[config.mk]
export PLATFORM = sky130hd
export DESIGN_NAME = pc_fetch_ctrl
export DESIGN_NICKNAME = d
export VERILOG_FILES = /design/src/rtl/pc_fetch_pkg.sv /design/src/rtl/pc_next_calc.sv /design/src/rtl/pc_fetch_ctrl.sv
export SDC_FILE = /design/constraint.sdc
export NUM_CORES = 1
export LEC_CHECK = 0
export CAP_MARGIN = 20
export CORE_ASPECT_RATIO = 2
export CORE_MARGIN = 1.5
export CORE_UTILIZATION = 47
export CTS_BUF_LIST = sky130_fd_sc_hd__clkbuf_4
export CTS_CLUSTER_DIAMETER = 50
export CTS_CLUSTER_SIZE = 8
export DETAILED_ROUTE_END_ITERATION = 10
export GPL_ROUTABILITY_DRIVEN = 0
export PLACE_DENSITY = 0.88
export SLEW_MARGIN = 10
export SYNTH_ARGS = -nofsm -noshare
export SYNTH_HDL_FRONTEND = slang
export SYNTH_SLANG_ARGS = --single-unit
[constraint.sdc]
create_clock -name clk -period 2.65 [get_ports clk]
set_input_delay 0.53 -clock clk [delete_from_list [all_inputs] [get_ports clk]]
set_output_delay 0.53 -clock clk [all_outputs]
set_load 0.01 [all_outputs]
[src/rtl/pc_fetch_pkg.sv]
// pc_fetch_pkg: shared types and defaults for the fetch sequencer.
package pc_fetch_pkg;
  localparam int ADDR_W_DEF = 32;
  localparam int unsigned RESET_VEC_DEF = 0;
  typedef enum logic [1:0] {IDLE, REQ, WAIT, HOLD} state_e;
endpackage

[src/rtl/pc_next_calc.sv]
// pc_next_calc: redirect decode, redirect target and sequential next-PC adders.
module pc_next_calc
  import pc_fetch_pkg::*;
#(
  parameter int ADDR_W = ADDR_W_DEF
) (
  input  logic [ADDR_W-1:0] pc_i,
  input  logic              branch_i,
  input  logic              aluzero_i,
  input  logic [ADDR_W-1:0] branch_pc_i,
  input  logic [ADDR_W-1:0] branch_off_i,
  input  logic              jump_i,
  input  logic [ADDR_W-1:0] jump_target_i,
  output logic              redirect_o,
  output logic [ADDR_W-1:0] target_o,
  output logic [ADDR_W-1:0] pc_seq_o
);
  assign redirect_o = jump_i | (branch_i & aluzero_i);
  assign target_o   = jump_i ? jump_target_i : branch_pc_i + ADDR_W'(1) + branch_off_i;
  assign pc_seq_o   = pc_i + ADDR_W'(1);
endmodule

[src/rtl/pc_fetch_ctrl.sv]
// pc_fetch_ctrl: PC owner and req/ack fetch sequencer with redirect squash.
// Define PC_FETCH_PERF_EN to add the fetch/squash/stall performance counters.
module pc_fetch_ctrl
  import pc_fetch_pkg::*;
#(
  parameter int                ADDR_W    = ADDR_W_DEF,
  parameter logic [ADDR_W-1:0] RESET_VEC = ADDR_W'(RESET_VEC_DEF)
) (
  input  logic              clk,
  input  logic              rst_n,
  input  logic              stall_i,
  output logic              imem_req_o,
  output logic [ADDR_W-1:0] imem_addr_o,
  input  logic              imem_ack_i,
  input  logic [31:0]       imem_data_i,
  output logic [31:0]       instr_o,
  output logic [ADDR_W-1:0] instr_pc_o,
  output logic              instr_valid_o,
  input  logic              instr_ready_i,
  input  logic              branch_i,
  input  logic              aluzero_i,
  input  logic [ADDR_W-1:0] branch_pc_i,
  input  logic [ADDR_W-1:0] branch_off_i,
  input  logic              jump_i,
  input  logic [ADDR_W-1:0] jump_target_i,
  output logic [ADDR_W-1:0] pc_o
`ifdef PC_FETCH_PERF_EN
  ,
  output logic [31:0]       perf_fetch_o,
  output logic [31:0]       perf_squash_o,
  output logic [31:0]       perf_stall_o
`endif
);
  state_e            state_q, state_d;
  logic [ADDR_W-1:0] pc_q, pc_d, addr_q, addr_d, ipc_q, ipc_d, target, pc_seq;
  logic [31:0]       instr_q, instr_d;
  logic              valid_q, valid_d, squash_q, squash_d;
  logic              redirect, issue, drop, deliver;
  pc_next_calc #(.ADDR_W(ADDR_W)) u_next (
    .pc_i          (pc_q),
    .branch_i      (branch_i),
    .aluzero_i     (aluzero_i),
    .branch_pc_i   (branch_pc_i),
    .branch_off_i  (branch_off_i),
    .jump_i        (jump_i),
    .jump_target_i (jump_target_i),
    .redirect_o    (redirect),
    .target_o      (target),
    .pc_seq_o      (pc_seq)
  );
  assign issue   = state_q == REQ && !stall_i && !redirect;
  assign drop    = squash_q | redirect;
  assign deliver = state_q == WAIT && imem_ack_i && !drop;
  always_ff @(posedge clk or negedge rst_n)
    if (!rst_n) state_q <= IDLE;
    else state_q <= state_d;
  always_comb begin
    state_d = state_q;
    case (state_q)
      IDLE:    state_d = REQ;
      REQ:     state_d = issue ? WAIT : REQ;
      WAIT:    state_d = imem_ack_i ? (drop ? REQ : HOLD) : WAIT;
      HOLD:    state_d = (redirect | instr_ready_i) ? REQ : HOLD;
      default: state_d = IDLE;
    endcase
  end
  // The outstanding request keeps its own address so a redirect can move pc_q under it.
  always_comb begin
    pc_d     = (state_q != IDLE && redirect) ? target :
               (state_q == WAIT && imem_ack_i && !squash_q) ? pc_seq : pc_q;
    addr_d   = issue ? pc_q : addr_q;
    squash_d = state_q == WAIT && !imem_ack_i && drop;
    valid_d  = deliver | (state_q == HOLD && valid_q && !redirect && !instr_ready_i);
    instr_d  = deliver ? imem_data_i : instr_q;
    ipc_d    = deliver ? addr_q : ipc_q;
  end
  always_ff @(posedge clk or negedge rst_n)
    if (!rst_n) begin
      pc_q     <= RESET_VEC;
      addr_q   <= RESET_VEC;
      ipc_q    <= '0;
      instr_q  <= '0;
      valid_q  <= 1'b0;
      squash_q <= 1'b0;
    end else begin
      pc_q     <= pc_d;
      addr_q   <= addr_d;
      ipc_q    <= ipc_d;
      instr_q  <= instr_d;
      valid_q  <= valid_d;
      squash_q <= squash_d;
    end
  always_comb begin
    imem_req_o    = state_q == WAIT;
    imem_addr_o   = addr_q;
    instr_o       = instr_q;
    instr_pc_o    = ipc_q;
    instr_valid_o = valid_q;
    pc_o          = pc_q;
  end
`ifdef PC_FETCH_PERF_EN
  logic [31:0] perf_fetch_q, perf_squash_q, perf_stall_q;
  always_ff @(posedge clk or negedge rst_n)
    if (!rst_n) begin
      perf_fetch_q  <= '0;
      perf_squash_q <= '0;
      perf_stall_q  <= '0;
    end else begin
      perf_fetch_q  <= perf_fetch_q + {31'd0, state_q == HOLD && instr_ready_i && !redirect};
      perf_squash_q <= perf_squash_q + {31'd0, state_q == WAIT && imem_ack_i && drop};
      perf_stall_q  <= perf_stall_q + {31'd0, state_q == REQ && stall_i};
    end
  assign perf_fetch_o  = perf_fetch_q;
  assign perf_squash_o = perf_squash_q;
  assign perf_stall_o  = perf_stall_q;
`endif
endmodule

==> impl_metrics.csv <==
group,metric,value,unit
status,outcome,"complete, but fails checks",
status,violations,"negative setup slack",
timing,final-setup-viol-count,5,
synth,ys.warnings.count,0,
setup_path,cp-start-kind,"input pin",
synth,syn-num-nets,988,
timing,tns,-1.020,ns
timing,finalWorstSetupSlack,-0.3391,ns
synth,synth_common_cells,"249 x nand2_1, 132 x dfrtp_1, 57 x a21oi_1, 44 x nor2_1",
timing,timing.hold.ws,0.3958,ns
flow_run,cap_viol_max_count,0,
clock_network,clk_pin_slew,0.11,ns
global_routing,grt_remaining_overflow,0,
place,post-place-ws,-1.379,ns
synth,synth_area_per_cell,8.914,sq um
clock_network,numCtsBuffers,17,
place,dp_hpwl,18.06,mm
synth,ys_ff_latch,132,
timing,tightest_slew,0.7221,ns
global_routing,antenna_found_initial,3,
die,core_area,15210,sq um
synth,synth_edf_count,0,
power_and_ir_drop,totalPowerFinal,7227,uW
timing,fmaxAchievable,0.3345,GHz
finish,final_nets,1321,
synth,synth_cell_type_count,57,
route,vias_per_cell,5.463,
setup_path,worstPathMaxFanout,3,
power_and_ir_drop,p_leak,0.005116,uW
synth,ys_async_sr_fraction,100.0,%
route,routedWlPerCell,17.35,um
worst_hold_path,min_path_type,"in2async",
die,io_pins,266,
synth,syn_inst,819,
clock_network,cts_tree,"yes",
setup_path,worstSetupPathType,"in2reg",
timing,hold_violations,0,
route,drtAntennaViolNets,0,
global_routing,gr-usage-all-layers,28.31,%
setup_path,crit_arrival,3.43,ns
synth,synth_top_cell_by_area,"dfrtp_1",
route,first_pass_iters,5,
global_routing,grt_pass1_vias,7537,
route,wl,23.72,mm
clock_network,clock-sinks,132,
setup_path,r2r_cells,9,
timing,min_period_over_period,112.8,%
route,first_iter_violations,296,
route,vias,7468,
synth,synth_area,7301,sq um
timing,max_slew_margin,51.35,%
power_and_ir_drop,powerDensity,635.3,nW/um^2
place,numPortBuffers,265,
clock_network,clock_path_buffers,2,
global_routing,grt_pass1_wl,35.78,mm
power_and_ir_drop,peakVddDrop,0.3415,mV
timing,rsz0062_at_grt,"yes",
timing,period_needed,2.989,ns
finish,drive_gt1_share,16.39,%
clock_network,clk-insertion-delay-late,0.54,ns
die,die_h,179.3,um
clock_network,root_buffer,"clkbuf_4",
finish,fillers,1049,
setup_path,cp-end-kind,"flip-flop",
synth,ys_seq_area_share,45.24,%
die,die_x,91.13,um
setup_path,required,3.09,ns
timing,drv_slew,0,
finish,syn_to_final_growth,55.82,%
route,route.detailed.drc,0,
synth,synthFlopType,"dfrtp_1",
global_routing,grt_max_degree,74,
die,start_util,47.99,%
synth,synthTopCellsByArea,"dfrtp_1 45%, nand2_1 13%, ha_1 5.5%",
clock_network,htreeDepth,4,
die,die_area,16340,sq um
synth,synth_top_area_share,45.24,%
die,rows,64,
timing,fin_skew,0.02198,ns
synth,synthMostInstantiatedCell,"nand2_1",
[metrics by stage]
| step | cell area (sq um) | std cells | utilization, % |
|---|---|---|---|
| global route | 11380 | 1367 | 74.77 |
| global placement | 10740 | 1322 | 70.58 |
| CTS | 11160 | 1358 | 73.35 |
| detailed placement | 10740 | 1322 | 70.58 |
| finish | 11380 | 1367 | 74.77 |
| floorplan | 7333 | 819 | - |
[state kept, by name, indices dropped and copies added, names as in the netlist]
name           cells
instr_o           32
state_q            2
instr_pc_o        32
imem_addr_o       32
squash_q           1
instr_valid_o      1
pc_o              32
[report_power, final]
part / internal [uW] / total (uW) / switching, uW
Clock: 752 / 1480 / 733
Combinational: 1630 / 2860 / 1230
Sequential: 2470 / 2880 / 410
[worst paths after layout]
path,startpoint,endpoint,slack (ns)
worst max-delay path,branch_off_i[0],pc_o[28],-0.34
worst min-delay path,rst_n,instr_pc_o[3],0.40
worst max register to register,state_q[0],pc_o[31],0.28
worst min register to register,instr_o[22],instr_o[22],0.48
max in group asynchronous,rst_n,pc_o[26],1.50
min in group clk,instr_o[22],instr_o[22],0.48
[final cells by class]
class,count,area [sq um],area share (%)
Inverter,14,70.07,0.6159
Antenna cell,4,10.01,0.08799
Sequential cell,132,3303,29.04
Timing Repair Buffer,350,3352,29.47
Multi-Input combinational cell,637,4071,35.79
Clock inverter,14,186.4,1.639
Tap cell,198,247.7,2.178
Clock buffer,18,135.1,1.188
[what timing repair did]
action	CTS	global route
pin swaps	17	17
hold buffers	1	0
endpoints found under the setup margin	16	15
gates resized for setup	36	25
endpoints found under the hold margin	19	0
setup buffers	3	5
[routing by layer]
layer	routed length [um]	GRT usage [%]	vias up
met3	1070	4.495	117
met4	1699	22.01	0
met2	13340	54.29	326
met1	7607	25.89	3523
li1	-	-	3502
met5	0	0	-
[kinds of logic after synthesis]
logic type / share of synthesized area [%]
compound gates: 13.42
flops: 45.24
simple gates: 21.06
buf+inv: 2.588
fa+ha+maj: 5.758
mux: 5.210
xor+xnor: 6.718
[cell usage in the layout, fill, tap and decap left out, types with 4 or more instances in the layout]
master,instances
nand2_1,248
and4_1,6
clkinv_4,4
nor3b_1,4
nor2_1,43
clkdlybuf4s50_1,254
a211oi_1,12
mux2_2,32
a21oi_1,53
clkbuf_4,18
bufinv_16,4
o21ai_0,16
o211ai_1,5
xor2_1,32
dlygate4sd2_1,4
xnor2_1,22
nand4_1,14
a31oi_1,7
inv_1,10
buf_12,4
ha_4,9
and2_1,4
diode_2,4
nor3_1,8
and3_1,6
o21ai_2,5
buf_4,80
nand3_1,13
dfrtp_1,132
a21o_1,12
ha_1,22
[critical path: stages]
cell	delay (ns)
buf_8	0.11
inv_12	0.04
ha_4	0.12
inv_2	0.03
fa_2	0.33
a21o_1	0.19
a311o_1	0.30
a211o_2	0.40
a221oi_4	0.34
o21ai_2	0.12
a311oi_2	0.40
a21oi_2	0.13
xnor2_2	0.15
a221oi_2	0.25
(Power assumes the default switching activity.)
